$ cat config.mk
export PLATFORM = sky130hd
export DESIGN_NAME = dtype_pipe
export DESIGN_NICKNAME = d
export VERILOG_FILES = /design/src/rtl/dtype_pkg.sv /design/src/rtl/dtype_stage.sv /design/src/rtl/dtype_pipe.sv
export SDC_FILE = /design/constraint.sdc
export NUM_CORES = 1
export LEC_CHECK = 0
export ABC_AREA = 1
export CORE_ASPECT_RATIO = 1.2
export CORE_UTILIZATION = 45
export DETAILED_ROUTE_END_ITERATION = 8
export PLACE_DENSITY = 0.78
export SYNTH_ARGS = -nofsm -noshare
export SYNTH_HDL_FRONTEND = slang
export SYNTH_SLANG_ARGS = --single-unit
$ cat constraint.sdc
create_clock -name clock -period 1.1 [get_ports clock]
set_input_delay 0.165 -clock clock [delete_from_list [all_inputs] [get_ports clock]]
set_output_delay 0.165 -clock clock [all_outputs]
set_load 0.03 [all_outputs]
$ cat src/rtl/dtype_pkg.sv
// Shared constants and helpers for fixed-latency retiming pipelines (dtype_pipe and friends).
package dtype_pkg;

  localparam int unsigned DEFAULT_WIDTH = 8;
  localparam int unsigned DEFAULT_DEPTH = 4;

  // Bits needed to count 0..depth valid stages inclusive.
  function automatic int unsigned occ_width(input int unsigned depth);
    return $clog2(depth + 1);
  endfunction

endpackage

$ cat src/rtl/dtype_stage.sv
// One delay-line stage: WIDTH data bits plus a valid bit, with advance enable and valid clear.
module dtype_stage #(
  parameter int unsigned WIDTH = 8
) (
  input  logic             clock,
  input  logic             reset,
  input  logic             en,
  input  logic             clear,
  input  logic [WIDTH-1:0] d,
  input  logic             d_valid,
  output logic [WIDTH-1:0] q,
  output logic             q_valid
);

  always_ff @(posedge clock) begin
    if (reset) begin
      q       <= '0;
      q_valid <= 1'b0;
    end else begin
      // Data keeps following en during a clear; it is don't-care once invalid.
      if (en) q <= d;
      if (clear)   q_valid <= 1'b0;
      else if (en) q_valid <= d_valid;
    end
  end

endmodule

$ cat src/rtl/dtype_pipe.sv
// Parametrised D-type delay line with advance enable and valid flush.
// Define DTYPE_PIPE_COUNT_EN to add the occupancy port and counter.
module dtype_pipe
  import dtype_pkg::*;
#(
  parameter int unsigned WIDTH = DEFAULT_WIDTH,
  parameter int unsigned DEPTH = DEFAULT_DEPTH
) (
  input  logic             clock,
  input  logic             reset,
  input  logic             en,
  input  logic             flush,
  input  logic [WIDTH-1:0] d,
  input  logic             d_valid,
  output logic [WIDTH-1:0] q,
  output logic             q_valid
`ifdef DTYPE_PIPE_COUNT_EN
  ,
  output logic [occ_width(DEPTH)-1:0] occupancy
`endif
);

  logic [WIDTH-1:0] data [DEPTH];
  logic             vld  [DEPTH];

  for (genvar i = 0; i < DEPTH; i++) begin : g_stage
    if (i == 0) begin : g_head
      dtype_stage #(.WIDTH(WIDTH)) u_stage (
        .clock   (clock),
        .reset   (reset),
        .en      (en),
        .clear   (flush),
        .d       (d),
        .d_valid (d_valid),
        .q       (data[i]),
        .q_valid (vld[i])
      );
    end else begin : g_body
      dtype_stage #(.WIDTH(WIDTH)) u_stage (
        .clock   (clock),
        .reset   (reset),
        .en      (en),
        .clear   (flush),
        .d       (data[i-1]),
        .d_valid (vld[i-1]),
        .q       (data[i]),
        .q_valid (vld[i])
      );
    end
  end

  assign q       = data[DEPTH-1];
  assign q_valid = vld[DEPTH-1];

`ifdef DTYPE_PIPE_COUNT_EN
  localparam int unsigned OW = occ_width(DEPTH);

  logic [OW-1:0] count;
  logic [OW-1:0] pop;

  // Modular add/subtract is exact here: the true result always lies in 0..DEPTH.
  always_ff @(posedge clock) begin
    if (reset || flush) count <= '0;
    else if (en)        count <= count + OW'(d_valid) - OW'(vld[DEPTH-1]);
  end

  assign occupancy = count;

  always_comb begin
    pop = '0;
    for (int unsigned i = 0; i < DEPTH; i++) pop = pop + OW'(vld[i]);
  end

  always_ff @(posedge clock) begin
    if (!reset) assert (count == pop);
  end
`endif

endmodule

==> metrics.txt, run 1 <==
# TYPE chip_impl_metric gauge
chip_impl_info{name="run_status",value="complete, but fails checks"} 1
chip_impl_info{name="violations",value="DRC"} 1
chip_impl_metric{name="gp_routability_congestion",unit=""} 0.676
chip_impl_metric{name="fmax",unit="MHz"} 1010
chip_impl_info{name="synth.most_common_cell",value="sky130_fd_sc_hd__nor2_1"} 1
chip_impl_metric{name="routed-via-count",unit=""} 1168
chip_impl_metric{name="globalRouteMet1Util",unit="%"} 14.7
chip_impl_metric{name="grt_use_total",unit="%"} 13.1
chip_impl_metric{name="postSynthCellCount",unit=""} 237
chip_impl_metric{name="grt_util_met3",unit="%"} 6.41
chip_impl_info{name="postSynth.topFlopCell",value="sky130_fd_sc_hd__dfxtp_1"} 1
chip_impl_metric{name="htree_num_levels",unit=""} 2
chip_impl_metric{name="io_pins",unit=""} 22
chip_impl_info{name="cell_types_with_the_highest_counts_after_synthesis",value="sky130_fd_sc_hd__nor2_1 (73), sky130_fd_sc_hd__nand2_1 (72), sky130_fd_sc_hd__dfxtp_1 (36), sky130_fd_sc_hd__inv_1 (36)"} 1
chip_impl_metric{name="ys_types",unit=""} 8
chip_impl_metric{name="synth-seq-area-share",unit="%"} 45.9
chip_impl_metric{name="cts_sinks",unit=""} 36
chip_impl_metric{name="power_density",unit="mW/mm^2"} 1690
chip_impl_metric{name="vias_in_the_first_global_route",unit=""} 917
chip_impl_metric{name="leak_pwr",unit="uW"} 0.000931
chip_impl_metric{name="synth_edf_count",unit=""} 0
chip_impl_metric{name="drt_drc_violations_left",unit=""} 2
chip_impl_metric{name="post_cts_hold_buffer_count",unit=""} 0
chip_impl_info{name="root_buffer",value="sky130_fd_sc_hd__clkbuf_8"} 1
chip_impl_metric{name="slew_at_the_pin_with_the_worst_max_slew_slack",unit="ns"} 0.505
chip_impl_metric{name="final_net_count",unit=""} 261
chip_impl_metric{name="n_antenna_cell",unit=""} 0
chip_impl_info{name="ys_top_cells_by_area",value="sky130_fd_sc_hd__dfxtp_1 (46%), sky130_fd_sc_hd__nor2_1 (17%), sky130_fd_sc_hd__nand2_1 (17%), sky130_fd_sc_hd__inv_1 (8.6%), sky130_fd_sc_hd__buf_6 (5.7%)"} 1
chip_impl_metric{name="peakVddDrop",unit="V"} 0.00101
chip_impl_info{name="hp-class",value="input port to flop"} 1
chip_impl_info{name="gr-max-usage-layer",value="met2"} 1
chip_impl_metric{name="finalHoldWorstSlack",unit="ns"} 0.256
chip_impl_metric{name="wl_per_cell",unit="um"} 7.48
chip_impl_metric{name="post-dp-hpwl",unit="mm"} 1.28
chip_impl_metric{name="cell_area_after_synthesis",unit="mm^2"} 0.00157
chip_impl_metric{name="clock_insertion_delay_at_the_later_pin_of_the_skew_report",unit="ns"} 0.29
chip_impl_metric{name="floorplan.rows",unit=""} 23
chip_impl_metric{name="cts_max_path_buffers",unit=""} 2
chip_impl_metric{name="timing.critical_path.fanout_max",unit=""} 32
chip_impl_metric{name="cts_inserted_buffers",unit=""} 5
chip_impl_metric{name="gr-usage-met2",unit="%"} 20.5
chip_impl_metric{name="hold_viol_final",unit=""} 0
chip_impl_metric{name="timing.critical_path.arrival",unit="ns"} 1.22
chip_impl_metric{name="finalCriticalPeriod",unit="ns"} 0.991
chip_impl_metric{name="fin_worst_skew",unit="ns"} 0.00312
chip_impl_metric{name="power",unit="uW"} 3040
chip_impl_metric{name="grt_remaining_overflow",unit=""} 0
chip_impl_metric{name="drtAntennaViolNets",unit=""} 0
chip_impl_info{name="setup.worst_path.class",value="input port to flop"} 1
chip_impl_metric{name="ys.warnings.count",unit=""} 0
chip_impl_metric{name="post-cts-setup-buffers",unit=""} 0
chip_impl_metric{name="worst_slew_margin_relative_to_its_limit",unit="%"} 66.3
chip_impl_metric{name="total_area_of_multi_input_combinational_cells",unit="um^2"} 544
chip_impl_metric{name="grt_antenna_before_repair",unit=""} 0
chip_impl_info{name="grt_setup_unrepaired",value="no"} 1
chip_impl_metric{name="synth.avg_cell_area",unit="um^2"} 6.62
chip_impl_info{name="synth_largest_area_cell",value="sky130_fd_sc_hd__dfxtp_1"} 1
chip_impl_metric{name="initial_core_util",unit="%"} 47.0
chip_impl_metric{name="vias_per_cell",unit=""} 4.08
chip_impl_metric{name="die-area",unit="mm^2"} 0.00373
chip_impl_metric{name="drt-pass1-iter-count",unit=""} 6
chip_impl_metric{name="fillerInstances",unit=""} 335
chip_impl_metric{name="p_r_area_growth_vs_syn",unit="%"} 14.7
chip_impl_metric{name="fin_util",unit="%"} 53.9
chip_impl_metric{name="cts_resized",unit=""} 0
chip_impl_metric{name="setup_violations",unit=""} 0
chip_impl_metric{name="ys_async_rst_share",unit="%"} 0
chip_impl_metric{name="fp.dieH",unit="um"} 66.7
chip_impl_metric{name="synth_top_area_share",unit="%"} 45.9
chip_impl_metric{name="drv.max_cap_violation_count",unit=""} 0
chip_impl_metric{name="core_area",unit="mm^2"} 0.00334
chip_impl_info{name="worst_setup_path_start_kind",value="input port"} 1
chip_impl_info{name="setup.worst_path.end_class",value="flop"} 1
chip_impl_metric{name="layout.area.seq",unit="um^2"} 721
chip_impl_metric{name="postRouteWirelength",unit="mm"} 2.14
chip_impl_metric{name="total_nets_after_synthesis",unit=""} 250
chip_impl_metric{name="worstPathRequired",unit="ns"} 1.33
chip_impl_metric{name="grt_pass1_wl",unit="mm"} 3.69
chip_impl_metric{name="clock_pin_slew_of_the_registers_on_the_worst_case_setup_and_hold_paths",unit="ns"} 0.07
chip_impl_metric{name="dr.first_iter.drc_count",unit=""} 71
chip_impl_info{name="tritoncts",value="built"} 1
chip_impl_metric{name="drive_above_1_share",unit="%"} 8.43
chip_impl_metric{name="timing_max_transition_violations_final",unit=""} 0
chip_impl_metric{name="period_share",unit="%"} 90.0
chip_impl_metric{name="synth.ff_latch_count",unit=""} 36
chip_impl_metric{name="io_buffer_count",unit=""} 21
chip_impl_metric{name="grt_start_max_net_pins",unit=""} 37
chip_impl_metric{name="horizontal_die_dimension",unit="um"} 55.9
-- registers in the layout, summed over array words and instances (netlist names) --
name / count
g_stage.g_head.u_stage.q: 8
g_stage.g_body.u_stage.q_valid: 3
g_stage.g_body.u_stage.q: 24
g_stage.g_head.u_stage.q_valid: 1
-- per-layer routing --
layer | wire, um | vias to the layer above
met3 | 96 | 6
met1 | 1080 | 465
met5 | 0 | -
met2 | 899 | 20
li1 | - | 677
met4 | 62 | 0
-- worst paths after layout --
path | endpoint | cells past startpoint | startpoint | slack, ns
min reg2reg | g_stage[0].g_head.u_stage.q[5]$_SDFFE_PP0P_ | 2 | g_stage[0].g_head.u_stage.q[5]$_SDFFE_PP0P_ | 0.47
max | g_stage[0].g_head.u_stage.q[4]$_SDFFE_PP0P_ | 4 | reset | 0.11
max reg2reg | g_stage[2].g_body.u_stage.q[6]$_SDFFE_PP0P_ | 4 | g_stage[1].g_body.u_stage.q[6]$_SDFFE_PP0P_ | 0.48
min | g_stage[1].g_body.u_stage.q_valid$_SDFFE_PP0P_ | 3 | en | 0.26
-- kinds of logic after synthesis --
group	synth area share (%)
AND/OR/NAND/NOR	34.7
buffers and inverters	19.4
flip-flops	45.9
-- report_power, final --
group / switching [uW] / leakage [uW] / internal [uW]
logic: 200 / 0.000569 / 155
registers: 38.6 / 0.000298 / 1390
clock network: 461 / 0.0000645 / 799
total: 699 / 0.000931 / 2340
-- stage by stage --
stage,instance area (um^2),instances,setup slack [ns],TNS [ns]
after detailed placement,1670,278,-0.176,-4.85
after floorplan,1570,237,0.406,0
after global routing,1800,286,0.0377,0
final,1800,286,0.109,0
after CTS,1800,286,0.0994,0
after global placement,1670,278,-0.155,-4.66
-- critical path, cell delays in order --
cell and delay [ns]:
sky130_fd_sc_hd__clkdlybuf4s50_1 0.43, sky130_fd_sc_hd__inv_2 0.39, sky130_fd_sc_hd__nand2_1 0.12, sky130_fd_sc_hd__nor2_1 0.11
-- cells in the final DEF (no fill, tap or decap) --
cell                              count
sky130_fd_sc_hd__buf_4                9
sky130_fd_sc_hd__buf_2                1
sky130_fd_sc_hd__buf_12               2
sky130_fd_sc_hd__clkdlybuf4s50_1     11
sky130_fd_sc_hd__inv_2                1
sky130_fd_sc_hd__dfxtp_1             36
sky130_fd_sc_hd__inv_1               36
sky130_fd_sc_hd__clkbuf_8             7
sky130_fd_sc_hd__nor2_1              73
sky130_fd_sc_hd__nand2_1             72
sky130_fd_sc_hd__bufinv_16            1
-- cell type report --
type | instances | area share, %
clock buffers | 7 | 5.35
clock inverters | 1 | 1.67
well taps | 37 | 2.57
repair buffers | 23 | 12.4
multi-input cells | 145 | 30.3
inverters | 37 | 7.72
flip-flops and latches | 36 | 40.1
Power figures use the tool's default switching activity.
==> inputs of run 2 (changes only) <==
--- a/config.mk
+++ b/config.mk
@@ -6,7 +6,7 @@
 export NUM_CORES = 1
 export LEC_CHECK = 0
 export ABC_AREA = 1
-export CORE_ASPECT_RATIO = 1.2
+export CORE_ASPECT_RATIO = 1.5
 export CORE_UTILIZATION = 45
 export DETAILED_ROUTE_END_ITERATION = 8
 export PLACE_DENSITY = 0.78
==> run 2 against run 1 <==
Effect of this change:
- the run now ends clean
- core utilization rose by 1.9 points
- clock power decreased by 24%
- sequential cell count unchanged
- global-route usage is 0.096 points lower
- sequential power is essentially flat
==> metrics.txt, run 2 (synthesis gave the netlist of run 1 again) <==
# TYPE chip_impl_metric gauge
chip_impl_info{name="run_status",value="finished clean"} 1
chip_impl_metric{name="period_share",unit="%"} 85.6
chip_impl_metric{name="grt_remaining_overflow",unit=""} 0
chip_impl_info{name="setup.worst_path.class",value="flop to output pin"} 1
chip_impl_info{name="layout_commonest_cell",value="sky130_fd_sc_hd__nor2_1"} 1
chip_impl_metric{name="peakVddDrop",unit="V"} 0.000976
chip_impl_metric{name="finalCriticalPeriod",unit="ns"} 0.941
chip_impl_metric{name="htree_num_levels",unit=""} 2
chip_impl_info{name="reg.largest.list",value="g_stage.g_body.u_stage.q x24, g_stage.g_head.u_stage.q x8, g_stage.g_body.u_stage.q_valid x3"} 1
chip_impl_metric{name="grt_antenna_before_repair",unit=""} 0
chip_impl_metric{name="dr.first_iter.drc_count",unit=""} 20
chip_impl_metric{name="post_cts_hold_buffer_count",unit=""} 0
chip_impl_metric{name="floorplan.rows",unit=""} 25
chip_impl_metric{name="fp.dieH",unit="um"} 74.3
chip_impl_metric{name="fin_worst_skew",unit="ns"} 0.00382
chip_impl_metric{name="gp_routability_congestion",unit=""} 0.689
chip_impl_metric{name="timing.critical_path.arrival",unit="ns"} 0.78
chip_impl_metric{name="post-dp-hpwl",unit="mm"} 1.41
chip_impl_metric{name="cts_sinks",unit=""} 36
chip_impl_metric{name="die-area",unit="mm^2"} 0.00373
chip_impl_metric{name="hold_viol_final",unit=""} 0
chip_impl_metric{name="postRouteWirelength",unit="mm"} 2.08
chip_impl_metric{name="slew_at_the_pin_with_the_worst_max_slew_slack",unit="ns"} 0.298
chip_impl_metric{name="grt_pass1_wl",unit="mm"} 3.59
chip_impl_info{name="max_flop_register",value="g_stage.g_body.u_stage.q"} 1
chip_impl_metric{name="finalWorstSetupSlack",unit="ns"} 0.159
chip_impl_info{name="grt_setup_unrepaired",value="no"} 1
chip_impl_metric{name="drt-pass1-iter-count",unit=""} 4
chip_impl_metric{name="cts_max_path_buffers",unit=""} 2
chip_impl_metric{name="drt_drc_violations_left",unit=""} 0
chip_impl_metric{name="initial_core_util",unit="%"} 48.7
chip_impl_info{name="layout.cells.most_common_list",value="sky130_fd_sc_hd__nor2_1 (73), sky130_fd_sc_hd__nand2_1 (72), sky130_fd_sc_hd__inv_1 (36), sky130_fd_sc_hd__dfxtp_1 (36), sky130_fd_sc_hd__buf_4 (12)"} 1
chip_impl_metric{name="timing_max_transition_violations_final",unit=""} 0
chip_impl_metric{name="power_density",unit="mW/mm^2"} 1530
chip_impl_metric{name="clock_pin_slew_of_the_registers_on_the_worst_case_setup_and_hold_paths",unit="ns"} 0.06
chip_impl_metric{name="setup_violations",unit=""} 0
chip_impl_metric{name="vias_per_cell",unit=""} 4.05
chip_impl_metric{name="timing.critical_path.fanout_max",unit=""} 2
chip_impl_info{name="setup.worst_path.end_class",value="output pin"} 1
chip_impl_metric{name="finish.cell_count_without_fillers",unit=""} 291
chip_impl_metric{name="fmax",unit="MHz"} 1060
chip_impl_metric{name="io_pins",unit=""} 22
chip_impl_metric{name="final_net_count",unit=""} 264
chip_impl_info{name="timing.critical_path.cells",value="buf_4"} 1
chip_impl_metric{name="wl_per_cell",unit="um"} 7.16
chip_impl_metric{name="n_antenna_cell",unit=""} 0
chip_impl_info{name="hp-class",value="input port to flop"} 1
chip_impl_metric{name="largest_register_ffs",unit=""} 24
chip_impl_metric{name="horizontal_die_dimension",unit="um"} 50.2
chip_impl_metric{name="vias_in_the_first_global_route",unit=""} 890
chip_impl_metric{name="clock_insertion_delay_at_the_later_pin_of_the_skew_report",unit="ns"} 0.27
chip_impl_metric{name="io_buffer_count",unit=""} 21
chip_impl_metric{name="cts_inserted_buffers",unit=""} 5
chip_impl_metric{name="drtAntennaViolNets",unit=""} 0
chip_impl_metric{name="worstPathRequired",unit="ns"} 0.94
chip_impl_metric{name="grt_use_total",unit="%"} 13.0
chip_impl_metric{name="drv.max_cap_violation_count",unit=""} 0
chip_impl_metric{name="post-cts-setup-buffers",unit=""} 0
chip_impl_metric{name="worst_slew_margin_relative_to_its_limit",unit="%"} 80.1
chip_impl_info{name="timing.critical_path.max_delay_family",value="flip-flops"} 1
chip_impl_info{name="worst_setup_path_start_kind",value="flop"} 1
chip_impl_metric{name="dp_cells",unit=""} 284
chip_impl_metric{name="worst_path_largest_cell_delay",unit="ns"} 0.34
chip_impl_info{name="cpMaxStageDelayCell",value="sky130_fd_sc_hd__dfxtp_1"} 1
chip_impl_info{name="root_buffer",value="sky130_fd_sc_hd__clkbuf_8"} 1
chip_impl_metric{name="grt_start_max_net_pins",unit=""} 33
chip_impl_metric{name="cts_resized",unit=""} 0
chip_impl_metric{name="placement.setup.worst_slack",unit="ns"} -0.179
chip_impl_metric{name="p_r_area_growth_vs_syn",unit="%"} 14.6
chip_impl_metric{name="crit_buf_inv",unit=""} 1
chip_impl_metric{name="leak_pwr",unit="uW"} 0.000932
chip_impl_info{name="tritoncts",value="built"} 1
chip_impl_metric{name="drive_above_1_share",unit="%"} 9.16
chip_impl_metric{name="core_area",unit="mm^2"} 0.00322
chip_impl_metric{name="routed-via-count",unit=""} 1179
==> run 2: cell types whose count changed in the layout (fill, tap and decap cells not counted), sizes merged <==
cell	before	now
bufinv	1	0
buf	12	15
==> run 2: worst paths after layout <==
check / start / to / slack [ns] / cells past startpoint
worst max-delay path: g_stage[3].g_body.u_stage.q_valid$_SDFFE_PP0P_ / q_valid / 0.16 / 1
worst min register to register: g_stage[1].g_body.u_stage.q[6]$_SDFFE_PP0P_ / g_stage[1].g_body.u_stage.q[6]$_SDFFE_PP0P_ / 0.47 / 2
worst max register to register: g_stage[2].g_body.u_stage.q[4]$_SDFFE_PP0P_ / g_stage[3].g_body.u_stage.q[4]$_SDFFE_PP0P_ / 0.49 / 4
worst min-delay path: en / g_stage[3].g_body.u_stage.q_valid$_SDFFE_PP0P_ / 0.29 / 3
==> run 2: power breakdown <==
group          internal (uW)  leakage [uW]  switching, uW
combinational            162      0.000584            201
clock                    557     0.0000503            405
sequential              1390      0.000298           37.8
==> run 2: layer usage <==
| layer | GRT usage, % | routed length (um) |
|---|---|---|
| met2 | 19.3 | 931 |
| met1 | 15.3 | 1030 |
| met4 | 9.52 | 32 |
| met5 | 0 | 0 |
| met3 | 4.91 | 91 |
==> run 2: area by class of cell <==
type | count | area (um^2)
inverters | 37 | 141
well taps | 40 | 50.0
multi-input cells | 145 | 544
repair buffers | 26 | 245
flip-flops and latches | 36 | 721
clock buffers | 7 | 96.3
fillers | 320 | 1420
==> run 2: metrics by stage <==
step / hold WS (ns) / power (uW) / setup TNS [ns] / utilization, % / area (um^2)
after detailed placement: 0.462 / 1820 / -5.05 / 52.7 / 1700
after global placement: 0.456 / 1810 / -4.95 / 52.7 / 1700
after CTS: 0.279 / 2790 / 0 / 55.7 / 1800
after global routing: 0.289 / 2910 / 0 / 55.8 / 1800
final: 0.287 / 2750 / 0 / 55.8 / 1800
after floorplan: 0.318 / 1750 / 0 / - / 1570
==> inputs of run 3 (changes only) <==
--- a/config.mk
+++ b/config.mk
@@ -9,7 +9,7 @@
 export CORE_ASPECT_RATIO = 1.5
 export CORE_UTILIZATION = 45
 export DETAILED_ROUTE_END_ITERATION = 8
-export PLACE_DENSITY = 0.78
+export PLACE_DENSITY = 0.8
 export SYNTH_ARGS = -nofsm -noshare
 export SYNTH_HDL_FRONTEND = slang
 export SYNTH_SLANG_ARGS = --single-unit
==> constraint.sdc (replaced) <==
create_clock -name clock -period 0.8 [get_ports clock]
set_input_delay 0.12 -clock clock [delete_from_list [all_inputs] [get_ports clock]]
set_output_delay 0.12 -clock clock [all_outputs]
set_load 0.03 [all_outputs]
==> run 3 against run 2 <==
Effect of this change:
- the flow now finishes with violations (setup timing)
- first-iteration DRC count grew 75%
- die area is the same
- highest routed layer unchanged
- combinational power grew 50%
- clock skew grew 0.0013 ns
- critical endpoint is now q[0]
- clock power grew 38%
- count of clock-buffer cells in the layout shrank 1
- global-route usage grew 1.0 points
- sequential share of layout area shrank 1.0 points
- non-clock buffer count is the same
==> metrics.txt, run 3 (synthesis gave the netlist of run 1 again) <==
# TYPE chip_impl_metric gauge
chip_impl_metric{name="die-area",unit="mm^2"} 0.00373
chip_impl_metric{name="fmax",unit="MHz"} 1150
chip_impl_info{name="hp-class",value="input port to flop"} 1
chip_impl_metric{name="post_cts_hold_buffer_count",unit=""} 0
chip_impl_metric{name="power_density",unit="mW/mm^2"} 2050
chip_impl_info{name="setup.worst_path.class",value="flop to output pin"} 1
chip_impl_metric{name="p_r_area_growth_vs_syn",unit="%"} 19.5
chip_impl_metric{name="peakVddDrop",unit="V"} 0.00138
chip_impl_metric{name="vias_per_cell",unit=""} 4.16
chip_impl_metric{name="timing.critical_path.fanout_max",unit=""} 2
chip_impl_metric{name="grt_pass1_wl",unit="mm"} 3.85
chip_impl_metric{name="grt_remaining_overflow",unit=""} 0
chip_impl_info{name="reg.largest.list",value="g_stage.g_body.u_stage.q x24, g_stage.g_head.u_stage.q x8, g_stage.g_body.u_stage.q_valid x3"} 1
chip_impl_metric{name="timing.critical_path.arrival",unit="ns"} 0.75
chip_impl_metric{name="gp_routability_congestion",unit=""} 0.677
chip_impl_info{name="timing.critical_path.max_delay_family",value="flip-flops"} 1
chip_impl_info{name="layout_commonest_cell",value="sky130_fd_sc_hd__nor2_1"} 1
chip_impl_metric{name="drt_drc_violations_left",unit=""} 0
chip_impl_metric{name="drt-pass1-iter-count",unit=""} 4
chip_impl_metric{name="cts_sinks",unit=""} 36
chip_impl_metric{name="finalWorstSetupSlack",unit="ns"} -0.0690
chip_impl_info{name="timing.critical_path.cells",value="buf_6"} 1
chip_impl_metric{name="drive_above_1_share",unit="%"} 13.4
chip_impl_metric{name="finalCriticalPeriod",unit="ns"} 0.869
chip_impl_metric{name="postRouteWirelength",unit="mm"} 2.31
chip_impl_metric{name="worst_slew_margin_relative_to_its_limit",unit="%"} 81.8
chip_impl_metric{name="power",unit="uW"} 3840
chip_impl_metric{name="drtAntennaViolNets",unit=""} 0
chip_impl_info{name="worst_setup_path_start_kind",value="flop"} 1
chip_impl_metric{name="worst_path_largest_cell_delay",unit="ns"} 0.33
chip_impl_metric{name="wl_per_cell",unit="um"} 7.88
chip_impl_info{name="layout.cells.most_common_list",value="sky130_fd_sc_hd__nor2_1 (73), sky130_fd_sc_hd__nand2_1 (72), sky130_fd_sc_hd__inv_1 (36)"} 1
chip_impl_info{name="grt_setup_unrepaired",value="yes"} 1
chip_impl_metric{name="grt_antenna_before_repair",unit=""} 0
chip_impl_metric{name="period_share",unit="%"} 109
chip_impl_metric{name="total_area_of_multi_input_combinational_cells",unit="um^2"} 544
chip_impl_metric{name="initial_core_util",unit="%"} 48.7
chip_impl_metric{name="slew_at_the_pin_with_the_worst_max_slew_slack",unit="ns"} 0.273
chip_impl_info{name="max_flop_register",value="g_stage.g_body.u_stage.q"} 1
chip_impl_metric{name="vias_in_the_first_global_route",unit=""} 949
chip_impl_metric{name="cts_inserted_buffers",unit=""} 5
chip_impl_info{name="root_buffer",value="sky130_fd_sc_hd__clkbuf_8"} 1
chip_impl_metric{name="fin_worst_skew",unit="ns"} 0.00509
chip_impl_info{name="cpMaxStageDelayCell",value="sky130_fd_sc_hd__dfxtp_2"} 1
chip_impl_metric{name="clock_insertion_delay_at_the_later_pin_of_the_skew_report",unit="ns"} 0.29
chip_impl_info{name="tritoncts",value="built"} 1
chip_impl_metric{name="cts_max_path_buffers",unit=""} 2
chip_impl_metric{name="horizontal_die_dimension",unit="um"} 50.2
chip_impl_metric{name="dr.first_iter.drc_count",unit=""} 35
chip_impl_metric{name="hold_viol_final",unit=""} 0
chip_impl_metric{name="floorplan.rows",unit=""} 25
chip_impl_metric{name="io_buffer_count",unit=""} 21
chip_impl_metric{name="clock_pin_slew_of_the_registers_on_the_worst_case_setup_and_hold_paths",unit="ns"} 0.07
chip_impl_metric{name="drv.max_cap_violation_count",unit=""} 0
chip_impl_metric{name="routed-via-count",unit=""} 1219
chip_impl_metric{name="grt_use_total",unit="%"} 14.0
chip_impl_metric{name="layout.area.seq",unit="um^2"} 732
chip_impl_metric{name="finalHoldWorstSlack",unit="ns"} 0.312
chip_impl_metric{name="final_net_count",unit=""} 265
chip_impl_metric{name="timing_max_transition_violations_final",unit=""} 0
chip_impl_metric{name="leak_pwr",unit="uW"} 0.000967
chip_impl_metric{name="finish.cell_count_without_fillers",unit=""} 293
chip_impl_info{name="run_status",value="complete, but fails checks"} 1
chip_impl_metric{name="largest_register_ffs",unit=""} 24
chip_impl_metric{name="worstPathRequired",unit="ns"} 0.68
chip_impl_metric{name="setup_violations",unit=""} 9
chip_impl_metric{name="fp.dieH",unit="um"} 74.3
chip_impl_info{name="violations",value="setup timing"} 1
chip_impl_metric{name="fin_util",unit="%"} 58.2
chip_impl_metric{name="io_pins",unit=""} 22
chip_impl_metric{name="dp_cells",unit=""} 282
chip_impl_metric{name="n_antenna_cell",unit=""} 0
chip_impl_metric{name="grt_start_max_net_pins",unit=""} 38
chip_impl_metric{name="crit_buf_inv",unit=""} 1
chip_impl_metric{name="htree_num_levels",unit=""} 2
chip_impl_info{name="setup.worst_path.end_class",value="output pin"} 1
chip_impl_metric{name="core_area",unit="mm^2"} 0.00322
chip_impl_metric{name="fillerInstances",unit=""} 296
chip_impl_metric{name="post-dp-hpwl",unit="mm"} 1.39
==> run 3: cell types whose count changed in the layout (fill, tap and decap cells not counted), moves of 2 or more <==
cell	before	now
sky130_fd_sc_hd__buf_6	0	9
sky130_fd_sc_hd__buf_4	12	3
sky130_fd_sc_hd__dfxtp_2	0	9
sky130_fd_sc_hd__dfxtp_1	36	27
sky130_fd_sc_hd__clkinv_2	0	2
==> run 3: where the power goes <==
group	switching [uW]	internal, uW	total (uW)
combinational	285	258	543
sequential	57.8	1910	1970
clock	641	686	1330
total	984	2860	3840
==> run 3: final timing paths <==
path,from,to,slack (ns),cells after the start
min,en,g_stage[1].g_body.u_stage.q_valid$_SDFFE_PP0P_,0.31,4
min reg2reg,g_stage[1].g_body.u_stage.q_valid$_SDFFE_PP0P_,g_stage[1].g_body.u_stage.q_valid$_SDFFE_PP0P_,0.47,2
max reg2reg,g_stage[3].g_body.u_stage.q[1]$_SDFFE_PP0P_,g_stage[3].g_body.u_stage.q[1]$_SDFFE_PP0P_,0.10,3
max,g_stage[3].g_body.u_stage.q[0]$_SDFFE_PP0P_,q[0],-0.07,1
==> run 3: cell type report <==
type                    count  area share (%)
repair inverters            1           0.467
clock buffers               6            4.41
repair buffers             26            15.0
multi-input cells         145            29.0
well taps                  40            2.67
flip-flops and latches     36            39.1
clock inverters             2           0.534
inverters                  37            8.81
==> run 3: metrics by stage <==
stage / setup TNS [ns] / area, um^2 / worst slack, ns
final: -0.588 / 1870 / -0.0690
after global routing: -0.776 / 1870 / -0.0975
after CTS: -0.659 / 1850 / -0.0757
after detailed placement: -14.73 / 1680 / -0.467
after global placement: -13.77 / 1680 / -0.414
after floorplan: 0 / 1570 / 0.106
==> run 3: per-layer routing <==
metal / up-vias / routed length (um) / global-route usage (%)
li1: 686 / - / -
met1: 501 / 1030 / 17.1
met2: 23 / 1090 / 19.9
met3: 9 / 100 / 4.29
met4: 0 / 88 / 12.4
met5: - / 0 / 0
==> run 3: what timing repair did <==
action                                  in CTS  in global routing
setup buffers                                2                  0
endpoints found under the setup margin      41                 39
cloned                                       0                  1
pin swaps                                    0                  0
resized for setup                           21                  2
==> RTL change, RTL diff (settings of run 3) <==
Build with the macro `DTYPE_PIPE_COUNT_EN` defined.
--- a/src/rtl/dtype_pipe.sv
+++ b/src/rtl/dtype_pipe.sv
@@ -2,2 +2,4 @@
 // Define DTYPE_PIPE_COUNT_EN to add the occupancy port and counter.
+`define DTYPE_PIPE_COUNT_EN
+
 module dtype_pipe
Function (old outputs only; new: occupancy): kept (equiv_simple and equiv_induct, registers matched by name and starting in step).
==> RTL change against run 3 <==
- the flow still finishes with violations (setup timing)
- cell count is 11% lower
- sequential cell count is 3 higher
- area after synthesis is 4.5% lower
- maximum frequency is 45% lower
- hold slack better by 0.10 ns
- first-iteration DRC count is 26% lower
- worst setup slack worse by 0.72 ns
- wire length is 24% higher
- combinational power is 5.3% higher
- via count is 4.8% higher
- cell area is 6.2% higher
- critical path depth is 11 higher
- power is 8.9% higher
- largest power group unchanged
- highest routed layer unchanged
==> RTL change: results (changes against run 3) <==
| Parameter | Value | Change |
|---|---|---|
| Outcome | finished, violations left |  |
| Failing checks | setup timing |  |
| Register area share after synthesis | 52.1% | +6.2 points |
| Placer Congestion | 0.688 | +1.7% |
| Fin Setup TNS | -3.17 ns | -2.58 ns |
| Final standard cell count with taps included and fillers excluded | 260 | -11% |
| Overall fraction of global-route tracks in use | 18.6% | +4.6 points |
| Min setup slack post-route | -0.784 ns | -0.715 ns |
| Peak VDD IR | 1.89 mV | +37% |
| Pin count of the biggest net entering global routing | 22 | -42% |
| Leading post-synthesis cells by instance count | nor2_1, dfxtp_1, o21ai_0 |  |
| Number of fillers in the final layout | 275 | -7.1% |
| Global-route wire length before repair | 5.00 mm | +30% |
| TritonRoute pass-1 iters | 4 | unchanged |
| Worst-case headroom to the max-slew limit | 82.3% | +0.50 points |
| Placed standard-cell area | 1780 um2 | +5.6% |
| Detailed-placement wirelength estimate | 1.77 mm | +27% |
| Mapped Cells | 189 | -20% |
| Vias per Instance | 4.92 | +18% |
| DR iter-0 viols | 26 | -26% |
| Total leakage power | 0.868 nW | -10% |
| Number of instances in the placed design | 249 | -12% |
| Setup slack at placement | -0.795 ns | -0.329 ns |
| Net count, final | 235 | -11% |
| Final setup violating endpoints | 15 | +6 |
| Nets in the synthesized netlist | 205 | -18% |
| Maximum single-stage delay on the critical path | 0.37 ns | +0.04 ns |
| Wire length per cell after detailed routing | 11.0 um | +40% |
| Buffers added on ports | 24 | +14% |
| Startpoint of the most critical hold path | d[5] |  |
| Leading registers by flop count | g_stage.g_body.u_stage.q (24), g_stage.g_head.u_stage.q (8) |  |
| Worst Path Arrival | 1.78 ns | +1.03 ns |
| Fraction of final layout cells sized beyond drive strength 1 | 28.2% | +15 points |
## RTL change: cell count changes after synthesis, sizes merged
cell / delta
a21oi: +1
buf: -5
nor2: +4
clkbuf: +4
ha: +2
fa: +1
o21ai: +38
nand3: +1
inv: -29
nand2: -68
dfxtp: +3
## RTL change: critical path, delay by kind of cell (launching register included)
kind,cells,cell delay (ns)
flops,1,0.35
simple gates,5,0.25
fa+ha+maj,3,0.69
buf+inv,4,0.18
## RTL change: logic make-up after synthesis
kind of cell	count (synthesis)	share of synthesized area [%]
adders and majority gates	3	3.01
DFF	39	52.1
AOI/OAI and AO/OA	39	13.0
buffers and inverters	26	10.9
and+or+nand+nor	82	21.0
## RTL change: area by class of cell
cell class              instances  area (um2)  area share (%)
flip-flops and latches         39         800            40.2
clock buffers                   6        93.8            4.71
repair inverters                1        3.75           0.189
inverters                       8        37.5            1.89
repair buffers                 40         400            20.1
clock inverters                 2        13.8           0.691
well taps                      40        50.0            2.51
multi-input cells             124         592            29.7
## RTL change: worst paths after layout
check	end	slack [ns]	depth (start not counted)
max	occupancy[2]$_SDFFE_PP0P_	-0.78	12
min	g_stage[0].g_head.u_stage.q[5]$_SDFFE_PP0P_	0.41	3
max reg2reg	occupancy[2]$_SDFFE_PP0P_	-0.78	12
min reg2reg	g_stage[3].g_body.u_stage.q[3]$_SDFFE_PP0P_	0.47	2
## RTL change: where the power goes
part           switching (mW)  total [mW]  leakage, nW  internal [mW]
Clock                   0.685        1.49       0.0563          0.802
Sequential             0.0623        2.12        0.327           2.06
Combinational           0.299       0.572        0.485          0.273
Total                    1.05        4.18        0.868           3.14
## RTL change: timing repair
item	CTS	global route
setup buffers	1	2
pin swaps	4	5
cloned	1	0
setup endpoints to repair	51	16
gates resized for setup	31	6
## RTL change: layer usage
metal,part of all wire (%),up-vias,track usage (%)
met4,2.9,0,13.4
li1,-,644,-
met5,0,-,0
met1,41,597,18.9
met2,53,28,33.5
met3,3.2,9,3.75
